### src/rtl/tag_tree_pipe_ctrl.sv
// Issue/flow controller for the multibit-tree tag-sort pipeline: arbitrates insert vs search,
// drives per-stage enables, shadows valid/op per stage and presents the last-stage result.
module tag_tree_pipe_ctrl #(
  parameter int NUM_STAGES = 4,
  parameter int TAG_W      = 12,
  localparam int CNT_W     = $clog2(NUM_STAGES + 1)
) (
  input  logic                  clk,
  input  logic                  rst,
  input  logic                  ins_valid,
  input  logic [TAG_W-1:0]      ins_tag,
  output logic                  ins_ready,
  input  logic                  srch_valid,
  input  logic [TAG_W-1:0]      srch_tag,
  output logic                  srch_ready,
  input  logic                  flush,
  output logic [TAG_W-1:0]      issue_tag,
  output logic                  issue_op,
  output logic [NUM_STAGES-1:0] stage_ena,
  output logic [NUM_STAGES-1:0] stage_valid,
  output logic                  res_valid,
  output logic                  res_op,
  input  logic                  res_ready,
  input  logic                  not_found_in,
  output logic                  res_not_found,
  output logic [CNT_W-1:0]      inflight_cnt
);

  logic [NUM_STAGES-1:0] vld_p;
  logic [NUM_STAGES-1:0] op_p;
  logic [NUM_STAGES-1:0] ena;
  logic                  last_grant;  // 0 = search, 1 = insert
  logic [CNT_W-1:0]      cnt;
  logic                  ins_inflight, ins_elig, srch_elig;
  logic                  grant_ins, grant_srch, fire, retire;

  // Enable chain built from the last stage backward so bubbles collapse under a stall
  always_comb begin
    logic nxt;
    ena = '0;
    nxt = !vld_p[NUM_STAGES-1] | res_ready;
    ena[NUM_STAGES-1] = nxt;
    for (int k = NUM_STAGES - 2; k >= 0; k--) begin
      nxt    = !vld_p[k] | nxt;
      ena[k] = nxt;
    end
  end

  always_comb begin
    ins_inflight = |(vld_p & op_p);
    ins_elig     = ins_valid & ena[0];
    srch_elig    = srch_valid & ena[0] & !ins_inflight;
    grant_ins    = !flush & ins_elig & (!srch_elig | !last_grant);
    grant_srch   = !flush & srch_elig & (!ins_elig | last_grant);
    fire         = grant_ins | grant_srch;
    retire       = vld_p[NUM_STAGES-1] & res_ready & !flush;
  end

  always_ff @(posedge clk) begin
    if (rst) begin
      vld_p      <= '0;
      op_p       <= '0;
      last_grant <= 1'b0;
      cnt        <= '0;
    end else begin
      if (ena[0]) op_p[0] <= grant_ins;
      for (int k = 1; k < NUM_STAGES; k++)
        if (ena[k]) op_p[k] <= op_p[k-1];
      if (fire) last_grant <= grant_ins;
      if (flush) begin
        vld_p <= '0;
        cnt   <= '0;
      end else begin
        if (ena[0]) vld_p[0] <= fire;
        for (int k = 1; k < NUM_STAGES; k++)
          if (ena[k]) vld_p[k] <= vld_p[k-1];
        case ({fire, retire})
          2'b10:   cnt <= cnt + {{(CNT_W-1){1'b0}}, 1'b1};
          2'b01:   cnt <= cnt - {{(CNT_W-1){1'b0}}, 1'b1};
          default: cnt <= cnt;
        endcase
      end
    end
  end

  assign ins_ready     = grant_ins;
  assign srch_ready    = grant_srch;
  assign issue_op      = grant_ins;
  assign issue_tag     = grant_ins ? ins_tag : (grant_srch ? srch_tag : '0);
  assign stage_ena     = ena;
  assign stage_valid   = vld_p;
  assign res_valid     = vld_p[NUM_STAGES-1];
  assign res_op        = op_p[NUM_STAGES-1];
  assign res_not_found = vld_p[NUM_STAGES-1] & not_found_in;
  assign inflight_cnt  = cnt;

endmodule

### config.mk
export PLATFORM = sky130hd
export DESIGN_NAME = tag_tree_pipe_ctrl
export DESIGN_NICKNAME = d
export VERILOG_FILES = /design/src/rtl/tag_tree_pipe_ctrl.sv
export SDC_FILE = /design/constraint.sdc
export NUM_CORES = 1
export LEC_CHECK = 0
export BUFFER_PORTS_ARGS = -buffer_cell sky130_fd_sc_hd__buf_4
export CAP_MARGIN = 20
export CORE_ASPECT_RATIO = 0.7
export CORE_MARGIN = 5
export CORE_UTILIZATION = 37
export CTS_CLUSTER_SIZE = 20
export DETAILED_ROUTE_END_ITERATION = 10
export PLACE_DENSITY = 0.82
export SLEW_MARGIN = 20
export SYNTH_ARGS = -nofsm -noshare
export SYNTH_HDL_FRONTEND = slang
export SYNTH_SLANG_ARGS = --single-unit
### constraint.sdc
create_clock -name clk -period 2.6 [get_ports clk]
set_clock_uncertainty 0.05 [all_clocks]
set_input_delay 0.52 -clock clk [delete_from_list [all_inputs] [get_ports clk]]
set_output_delay 0.52 -clock clk [all_outputs]
set_load 0.01 [all_outputs]
# After elaboration in Yosys (flattened, before gate mapping)
# Index checks and enable logic that the tools add are counted.
[word_totals]
ff_bits = 12
in_bits = 31
word_cells = 47
[op_classes]
addsub = 2
eq_ne = 2
mux = 3
bitwise = 18
reduce_logical = 12
[ops]
columns = ["operator", "count"]
rows = [
  ["$mux W12", 2],
  ["$and A1 B1 Y1", 10],
  ["$logic_not A1 Y1", 9],
  ["$or A1 B1 Y1", 7],
  ["$pmux W3 S2", 1],
  ["$and A4 B4 Y4", 1],
  ["$reduce_or A4 Y1", 1],
  ["$add A3 B1 Y3 const B", 1],
  ["$sub A3 B1 Y3 const B", 1],
  ["$eq A2 B1 Y1 const B", 1],
  ["$eq A2 B2 Y1 const B", 1],
  ["$reduce_bool A2 Y1", 1],
  ["$reduce_or A2 Y1", 1],
]

# Longest topological paths before layout
# Gate-level depths: netlist (run 1).
[logic_depth]
ltp_word = 13
ltp_mapped = 9
depth_no_buf = 9

# Worst setup path before layout (run 1)
# OpenSTA, ideal clock, no wires.
[synth_path]
path_kind = "input to register"
start = "input port res_ready"
end = "register cnt[2] (netlist: inflight_cnt[2])"
setup_ns = 0.135
arrival_time_ns = 2.146
t_required_ns = 2.415
slack_ns = 0.269
path_stages = 9
path_cell_list = "and4b_1 -> a21oi_1 -> o21ai_0 -> ha_1 -> fa_1 -> xnor2_1 -> nor2_1 -> xnor2_1 -> nor3_1"
[synth_between]
elab_chain_cells = 12
elab_cells_between_ends = 22
cone_classes = "eq/ne (2); mux (1); bitwise (16); reduce/logical (3)"
[synth_rtl]
columns = ["item", "line_no", "text"]
rows = [
  ["from (decl)", "23", "input logic res_ready,"],
  ["$or A1 B1 Y1", "41", "nxt = !vld_p[NUM_STAGES-1] | res_ready;"],
  ["$or A1 B1 Y1 (3 in a row)", "44", "nxt = !vld_p[k] | nxt;"],
  ["$and A1 B1 Y1 (2 in a row)", "52", "srch_elig = srch_valid & ena[0] & !ins_inflight;"],
  ["$logic_not A1 Y1", "53", "grant_ins = !flush & ins_elig & (!srch_elig | !last_grant);"],
  ["$or A1 B1 Y1", "53", ""],
  ["$and A1 B1 Y1", "53", ""],
  ["$or A1 B1 Y1", "55", "fire = grant_ins | grant_srch;"],
  ["$eq A2 B1 Y1 / $eq A2 B2 Y1 (equally long branches)", "77", "case ({fire, retire})"],
  ["$pmux W3 S2 / $reduce_bool A2 Y1 (equally long branches)", "--", ""],
  ["to (signal assigned)", "78", "2'b10: cnt <= cnt + {{(CNT_W-1){1'b0}}, 1'b1};"],
  ["to (signal assigned)", "79", "2'b01: cnt <= cnt - {{(CNT_W-1){1'b0}}, 1'b1};"],
  ["to (signal assigned)", "80", "default: cnt <= cnt;"],
  ["to (decl)", "33", "logic [CNT_W-1:0] cnt;"],
]
# Several ways; a longest one is shown, not always the timed one.
# A chain may end at the register's enable or synchronous reset.

# Worst setup path in the final report (run 1)
[layout_path]
start = "register op_p[2]"
end = "output port issue_tag[9]"
[layout_between]
elab_chain_cells = 8
elab_cells_between_ends = 11
cone_classes = "mux (2); bitwise (6); reduce/logical (3)"
[layout_rtl]
columns = ["item", "line_no", "text"]
rows = [
  ["from (decl)", "30", "logic [NUM_STAGES-1:0] op_p;"],
  ["from (signal, indexed assignment)", "68", "if (ena[k]) op_p[k] <= op_p[k-1];"],
  ["$and A4 B4 Y4 *", "50", "ins_inflight = |(vld_p & op_p);"],
  ["$reduce_or A4 Y1 *", "50", ""],
  ["$logic_not A1 Y1 *", "52", ""],
  ["$and A1 B1 Y1 *", "52", ""],
  ["$and A1 B1 Y1 / $logic_not A1 Y1 (equally long branches)", "54, 53", ""],
  ["$and A1 B1 Y1 / $or A1 B1 Y1 (equally long branches)", "54, 53", ""],
  ["$mux W12 / $and A1 B1 Y1 (equally long branches)", "89, 53", ""],
  ["$mux W12 *", "89", "assign issue_tag = grant_ins ? ins_tag : (grant_srch ? srch_tag : '0);"],
  ["to (decl)", "17", "output logic [TAG_W-1:0] issue_tag,"],
]
# Every way passes the cells marked *; elsewhere a longest branch is shown, timed or not.

==> flow_summary.ini, run 1 <==
[clock_network]
tritoncts = yes
clkTransAtPathRegs_ns = 0.07
clock_path_buffers = 2
numClockSinks = 12
clk_latency_ns = 0.28
htreeDepth = 1
holdBufCountCts = 0
cts_buffers = 3
cts-root-buf = clkbuf_4

[route]
drt_wl_total_um = 2720
route.detailed.drc = 0
drtPass1Iterations = 4
drt_iter0_drc = 25
vias_per_cell = 5.12
avgRoutedWirePerCell_um = 17.0
antenna_left = 0
vias = 819

[flow_run]
drv_cap = 0

[floorplanning]
rows = 13
fp.dieW_um = 62.7
die_h_um = 46.9
start_util_pct = 38.8
io_pins = 60
die_area_sq_um = 2940
core_sq_um = 1850

[synthesis]
synth.distinct_cells = 27
synthCells = 79
ys_seq_area_share_pct = 33.4
syn_area_sq_um = 719
synth_edf_count = 0
yosysWarningCount = 0
synth.ff_latch_count = 12
ys.flop_type = dfxtp_1
syn_nets = 112
syn_avg_cell_area_sq_um = 9.11
async_reset_ff_share_pct = 0

[global_routing]
antenna_found_initial = 0
track_usage_pct = 17.0
grt_pass1_wl_um = 3860
grt_pass1_vias = 809
overflow = 0
grt_max_degree = 15

[worst_setup_path]
crit_path_max_fanout = 14
cp_cell_sequence = a222oi_1 -> nand3_2 -> o211ai_2 -> inv_4 -> a22o_1 -> buf_6
timing.setup.critical_path_class = register to output port
cp-end-kind = output port
crit_start = op_p[2]
crit_end = issue_tag[9]
critPathArrivalTime_ns = 2.01
r2r-start = op_p[2]
timing.rr.end = inflight_cnt[2]
r2r_slack_ns = 0.29
start_kind = register
critical-path-max-stage-delay_ns = 0.42
reg2reg_depth = 9
critPathRequiredTime_ns = 2.03
cp_slowest_cell = a222oi_1

[hold_path]
min_path_type = register to register
hold_depth = 2
min-delay-start = op_p[3]

[layout]
register_area_sq_um = 245
n_fill_cell = 161
drive_gt1_share_pct = 52.9
syn_to_final_growth_pct = 73.6
multi_input_area_sq_um = 412
antenna_cells = 0
nNetsFinal = 172
final_cell_area_sq_um = 1250

[status]
status = finished clean

[placed_design]
place.detailed.hpwl_um = 2160
dpl-instance-area_sq_um = 1150
place_ws_ns = 0.0156
place_congestion = 0.812
numPortBuffers = 59

[timing]
rsz0062_at_grt = true
setup_viol_count_final = 0
finalHoldViolCount = 0
slew_violations = 0
tightest_slew_ns = 0.389
period_needed_ns = 2.58
fmax_mhz = 388
period_share_pct = 99.1
slew-limit-headroom_pct = 74.1
worst_slack_ns = 0.0228

[pwr]
vdd_drop_max_mv = 0.434
power_mw = 0.480
power.density_nw_per_um2 = 384
p_leak_nw = 0.596
stage by stage:
stage	util, %	std cells	hold slack, ns	setup TNS [ns]
2_1_floorplan	-	79	0.393	0
3_3_place_gp	62.1	155	0.414	0
3_5_place_dp	62.1	155	0.427	0
4_1_cts	64.1	159	0.437	0
5_1_grt	67.3	160	0.445	-0.986
6_report	67.3	160	0.436	0
worst max-delay path, delay by kind of cell (launching register included):
family,cells,cell delay [ns]
flops,1,0.34
simple gates,1,0.21
compound gates,3,0.94
buf+inv,2,0.25
cells in the mapped netlist, types with 2 or more instances:
cell | n | area share, %
a22o_1 | 12 | 15
dfxtp_1 | 12 | 33
nand2_1 | 7 | 3.7
a21oi_1 | 6 | 4.2
nor3_1 | 6 | 4.2
inv_1 | 5 | 2.6
nor2_1 | 4 | 2.1
a311oi_1 | 2 | 2.4
and2_1 | 2 | 1.7
buf_4 | 2 | 2.1
buf_6 | 2 | 3.1
clkbuf_1 | 2 | 1.0
mux2i_1 | 2 | 2.8
xnor2_1 | 2 | 2.4
what timing repair did:
action | in CTS | in global routing
setup endpoints to repair | 9 | 12
setup buffers | 0 | 1
cloned | 0 | 0
pin swaps | 1 | 1
endpoints found under the hold margin | 0 | 0
resized for setup | 0 | 17
cells by family (layout without fill, tap and decap cells):
logic type / Yosys count / after routing / share of synthesized area [%]
AOI/OAI and AO/OA: 24 / 24 / 28.9
and+or+nand+nor: 24 / 24 / 17.4
DFF: 12 / 12 / 33.4
buffers and inverters: 12 / 71 / 9.39
xor gates and xnor gates: 3 / 3 / 3.65
adders and majority gates: 2 / 2 / 4.52
muxes: 2 / 2 / 2.78
flip-flops by register name (all words and copies together) (netlist names):
register / flops
op_p: 4
inflight_cnt: 3
last_grant: 1
stage_valid: 4
how the worst min path moves through the flow:
| stage | endpoint | slack, ns |
|---|---|---|
| 6_report | op_p[3] | 0.44 |
| 5_1_grt | inflight_cnt[0] | 0.45 |
| 4_1_cts | op_p[3] | 0.44 |
| 3_5_place_dp | op_p[3] | 0.43 |
| 3_3_place_gp | op_p[3] | 0.41 |
| 2_1_floorplan | last_grant | 0.39 |
layout make-up:
type	instances	area share, %
Tap cell	22	2.20
Multi-Input combinational cell	55	33.0
Sequential cell	12	19.6
Timing Repair Buffer	61	40.3
Clock buffer	4	2.91
Inverter	6	2.00
metal layers:
| layer | track usage (%) | share of wire [%] |
|---|---|---|
| met1 | 20.5 | 40 |
| met2 | 31.4 | 55 |
| met3 | 5.74 | 4.7 |
| met4 | 1.69 | 0.29 |
| met5 | 0 | 0 |
report_power, final:
part	internal [mW]	leakage, nW	total (mW)	switching (mW)
combinational	0.0773	0.476	0.132	0.0548
clock	0.0853	0.0210	0.153	0.0677
sequential	0.189	0.0993	0.195	0.00557
total	0.352	0.596	0.480	0.128
placed cells by master, fill, tap and decap left out, types with 2 or more instances in the layout:
master and instances:
a22o_1 12, mux2i_1 2, inv_1 5, buf_4 49
a21oi_1 6, clkbuf_4 3, dfxtp_1 8, xnor2_1 2
nor2_1 4, a311oi_1 2, nor3_1 6, buf_6 12
and2_1 2, nand2_1 7, dfxtp_2 4
(Power assumes the default switching activity.)
==> run 2: changes to the inputs <==
--- a/config.mk
+++ b/config.mk
@@ -12,7 +12,7 @@
 export CORE_UTILIZATION = 37
 export CTS_CLUSTER_SIZE = 20
 export DETAILED_ROUTE_END_ITERATION = 10
-export PLACE_DENSITY = 0.82
+export PLACE_DENSITY = 0.83
 export SLEW_MARGIN = 20
 export SYNTH_ARGS = -nofsm -noshare
 export SYNTH_HDL_FRONTEND = slang
==> flow_summary.ini, run 2 (same netlist as run 1, synthesis figures left out) <==
[placed_design]
place.detailed.hpwl_um = 2080
place_ws_ns = 0.0317
place_congestion = 0.832
numPortBuffers = 59

[layout]
syn_to_final_growth_pct = 65.9
mostFrequentLayoutCells = buf_4 (62), a22o_1 (12), dfxtp_1 (11), nand2_1 (7)
layout_commonest_cell = buf_4
n_fill_cell = 162
drive_gt1_share_pct = 50.7
final_core_util_pct = 64.4
nNetsFinal = 173
antenna_cells = 0

[worst_setup_path]
critical-path-max-stage-delay_ns = 0.46
crit_path_max_fanout = 13
crit_start = stage_valid[2]
r2r-start = stage_valid[2]
cp-end-kind = output port
crit_end = issue_tag[1]
timing.rr.end = inflight_cnt[2]
r2r_slack_ns = 0.18
timing.setup.critical_path_class = register to output port
critPathArrivalTime_ns = 2.06
cp_cell_sequence = a222oi_1 -> nand3_2 -> o211ai_2 -> inv_4 -> a22o_1 -> buf_4
critPathRequiredTime_ns = 2.03
cp_slowest_cell = a222oi_1
start_kind = register
reg2reg_depth = 9

[pwr]
power.density_nw_per_um2 = 363
vdd_drop_max_mv = 0.374
p_leak_nw = 0.582

[route]
antenna_left = 0
drt_wl_total_um = 2640
drt_iter0_drc = 43
route.detailed.drc = 0
drtPass1Iterations = 4
vias = 838
avgRoutedWirePerCell_um = 16.5
vias_per_cell = 5.24

[clock_network]
numClockSinks = 12
cts_buffers = 3
clkTransAtPathRegs_ns = 0.07
holdBufCountCts = 0
htreeDepth = 1
cts-root-buf = clkbuf_4
clk_latency_ns = 0.27
clock_path_buffers = 2
tritoncts = yes

[global_routing]
grt_max_degree = 14
overflow = 0
grt_pass1_wl_um = 3700
track_usage_pct = 15.8
antenna_found_initial = 0
grt_pass1_vias = 810

[timing]
tightest_slew_ns = 0.430
finalHoldViolCount = 0
hold_ws_ns = 0.430
slew_violations = 0
fmax_mhz = 380
slew-limit-headroom_pct = 71.3
rsz0062_at_grt = true
period_needed_ns = 2.63
setup_viol_count_final = 12
worst_slack_ns = -0.0308
fin_setup_tns_ns = -0.278
period_share_pct = 101

[floorplanning]
die_area_sq_um = 2940
fp.dieW_um = 62.7
io_pins = 60
start_util_pct = 38.8
die_h_um = 46.9
rows = 13
core_sq_um = 1850

[hold_path]
min_path_type = register to register

[flow_run]
drv_cap = 0

[status]
status = finished with violations
violations = negative setup slack
run 2: cell types whose count changed in the layout (fill, tap and decap cells not counted):
cell / delta
dfxtp_2: -3
buf_4: +13
buf_6: -12
dfxtp_1: +3
clkbuf_8: -1
run 2: worst max-delay path, delay by kind of cell (launching register included):
kind / cells / cell delay (ns)
flops: 1 / 0.35
buf+inv: 2 / 0.25
simple gates: 1 / 0.22
compound gates: 3 / 0.96
run 2: per-stage QoR:
stage | power, mW | cells | instance area, sq um
floorplan | 0.249 | 79 | 719
global placement | 0.315 | 155 | 1150
detailed placement | 0.317 | 155 | 1150
CTS | 0.433 | 159 | 1190
global route | 0.455 | 160 | 1190
finish | 0.433 | 160 | 1190
run 2: worst min path at each step:
stage | start | to | slack [ns] | cells after the start
4_1_cts | op_p[3] | op_p[3] | 0.43 | 2
5_1_grt | rst | op_p[1] | 0.45 | 2
3_5_place_dp | op_p[3] | op_p[3] | 0.42 | 2
2_1_floorplan | last_grant | last_grant | 0.39 | 1
3_3_place_gp | op_p[3] | op_p[3] | 0.42 | 2
6_report | op_p[3] | op_p[3] | 0.43 | 2
run 2: report_power, final:
group | internal, mW | leakage (nW) | switching [mW]
logic | 0.0709 | 0.470 | 0.0524
clock network | 0.0537 | 0.0138 | 0.0619
registers | 0.189 | 0.0981 | 0.00533
total | 0.313 | 0.582 | 0.120
run 2: final cells by class:
type                       instances  area [sq um]  share of cell area, %
timing repair buffer              62           465                   39.0
multi-input combinational         55           412                   34.5
sequential                        12           241                   20.2
tap                               22          27.5                   2.31
inverter                           6          25.0                   2.10
clock buffer                       3          22.5                   1.89
run 2: routing by layer:
layer / share of wire [%] / routed length, um / track usage, % / vias up
met3: 6.1 / 162 / 5.26 / 0
met4: 0 / 0 / 2.97 / 0
met5: 0 / 0 / 0 / -
met2: 53 / 1400 / 28.5 / 33
li1: - / - / - / 407
met1: 41 / 1070 / 19.2 / 398
run 2: what timing repair did:
action	in CTS	in global routing
endpoints found under the setup margin	12	14
pin swaps	3	3
gates resized for setup	2	0
setup buffers	1	1
==> run 3: changes to the inputs <==
--- a/config.mk
+++ b/config.mk
@@ -7,12 +7,11 @@
 export LEC_CHECK = 0
 export BUFFER_PORTS_ARGS = -buffer_cell sky130_fd_sc_hd__buf_4
 export CAP_MARGIN = 20
-export CORE_ASPECT_RATIO = 0.7
 export CORE_MARGIN = 5
-export CORE_UTILIZATION = 37
+export CORE_UTILIZATION = 40
 export CTS_CLUSTER_SIZE = 20
 export DETAILED_ROUTE_END_ITERATION = 10
-export PLACE_DENSITY = 0.83
+export PLACE_DENSITY = 0.88
 export SLEW_MARGIN = 20
 export SYNTH_ARGS = -nofsm -noshare
 export SYNTH_HDL_FRONTEND = slang
==> constraint.sdc (replaced) <==
create_clock -name clk -period 3.1 [get_ports clk]
set_clock_uncertainty 0.05 [all_clocks]
set_input_delay 0.62 -clock clk [delete_from_list [all_inputs] [get_ports clk]]
set_output_delay 0.62 -clock clk [all_outputs]
set_load 0.01 [all_outputs]
==> flow_summary.ini, run 3 (same netlist as run 1, synthesis figures left out) <==
[worst_setup_path]
critPathArrivalTime_ns = 2.01
crit_start = stage_valid[2]
critPathRequiredTime_ns = 2.43
r2r-start = stage_valid[2]
crit_path_max_fanout = 14
timing.rr.end = inflight_cnt[2]
r2r_slack_ns = 0.72
start_kind = register
reg2reg_depth = 9
timing.setup.critical_path_class = register to output port
crit_end = issue_tag[11]
cp-end-kind = output port

[pwr]
p_switching_mw = 0.0968
pwr-share-seq_pct = 42.3
p_int_mw = 0.287
vdd_drop_max_mv = 0.289
switching_share_pct = 25.2
clock_power_share_pct = 32.3
power.density_nw_per_um2 = 322
power_mw = 0.384
p_comb_share_pct = 25.4
p_leak_nw = 0.579

[timing]
fin_setup_tns_ns = 0
period_share_pct = 86.6
fmax_mhz = 373
tightest_slew_ns = 0.404
rsz0062_at_grt = false
slew-limit-headroom_pct = 73.1
worst_slack_ns = 0.416
slew_violations = 0
hold_ws_ns = 0.433
setup_viol_count_final = 0
finalHoldViolCount = 0
period_needed_ns = 2.68

[floorplanning]
die_h_um = 52.4
fp.dieW_um = 52.4
start_util_pct = 41.7
die_area_sq_um = 2750
rows = 15
io_pins = 60
core_sq_um = 1730

[clock_network]
clock_path_buffers = 2
numClockSinks = 12
post_cts_buffers = 0
cts-root-buf = clkbuf_4
holdBufCountCts = 0
htreeDepth = 1
clk_latency_ns = 0.27
clkTransAtPathRegs_ns = 0.08
tritoncts = yes
cts_resized = 0
cts_buffers = 3

[placed_design]
dpl-instance-area_sq_um = 1160
place_congestion = 0.790
place_ws_ns = 0.452
place.detailed.hpwl_um = 1850
dpl.cell_count = 158
numPortBuffers = 59

[route]
vias = 830
antenna_left = 0
vias_per_cell = 5.12
drt_wl_total_um = 2290
drt_iter0_drc = 14
route.detailed.drc = 0
drtPass1Iterations = 4
avgRoutedWirePerCell_um = 14.2

[layout]
n_fill_cell = 156
nNetsFinal = 171
fin_cells = 162
antenna_cells = 0
layout_commonest_cell = buf_4
final_cell_area_sq_um = 1190
final_core_util_pct = 69.1
mostFrequentLayoutCells = buf_4 (60), a22o_1 (12), dfxtp_1 (12), nand2_1 (7)
drive_gt1_share_pct = 49.6
syn_to_final_growth_pct = 65.7

[global_routing]
grt_pass1_vias = 804
grt_max_degree = 15
antenna_found_initial = 0
track_usage_pct = 16.9
grt_pass1_wl_um = 3550
overflow = 0

[status]
status = finished clean

[flow_run]
drv_cap = 0

[hold_path]
min_path_type = register to register
run 3: how the worst min path moves through the flow:
stage,cells after the start,endpoint,startpoint
after floorplan,1,last_grant,last_grant
after global placement,2,op_p[3],op_p[3]
after detailed placement,2,op_p[3],op_p[2]
after CTS,2,op_p[1],op_p[1]
after global routing,2,op_p[0],op_p[0]
final,2,op_p[3],op_p[3]
run 3: final cells by class:
type	count	area [sq um]	share of cell area, %
Timing Repair Buffer	60	450	37.8
Sequential cell	12	240	20.1
Multi-Input combinational cell	55	412	34.5
Tap cell	25	31.3	2.62
Inverter	6	22.5	1.89
Clock buffer	4	36.3	3.04
run 3: power groups by stage:
stage	Combinational [mW]	Clock, mW	Sequential (mW)
3_3_place_gp	0.0960	0	0.166
6_report	0.0975	0.124	0.162
2_1_floorplan	0.0430	0	0.166
5_1_grt	0.105	0.132	0.163
4_1_cts	0.0987	0.126	0.162
3_5_place_dp	0.0985	0	0.166
run 3: routing by layer:
layer,wire [um],global-route usage (%)
met1,814,18.2
met2,1070,29.5
met3,382,7.12
met5,0,0
met4,24,5.11
run 3: worst max-delay path, cell delays in order (launching register included):
cell      delay [ns]
dfxtp_1         0.36
a222oi_1        0.43
nand3_2         0.20
o211ai_2        0.21
inv_2           0.14
a22o_1          0.26
buf_4           0.14
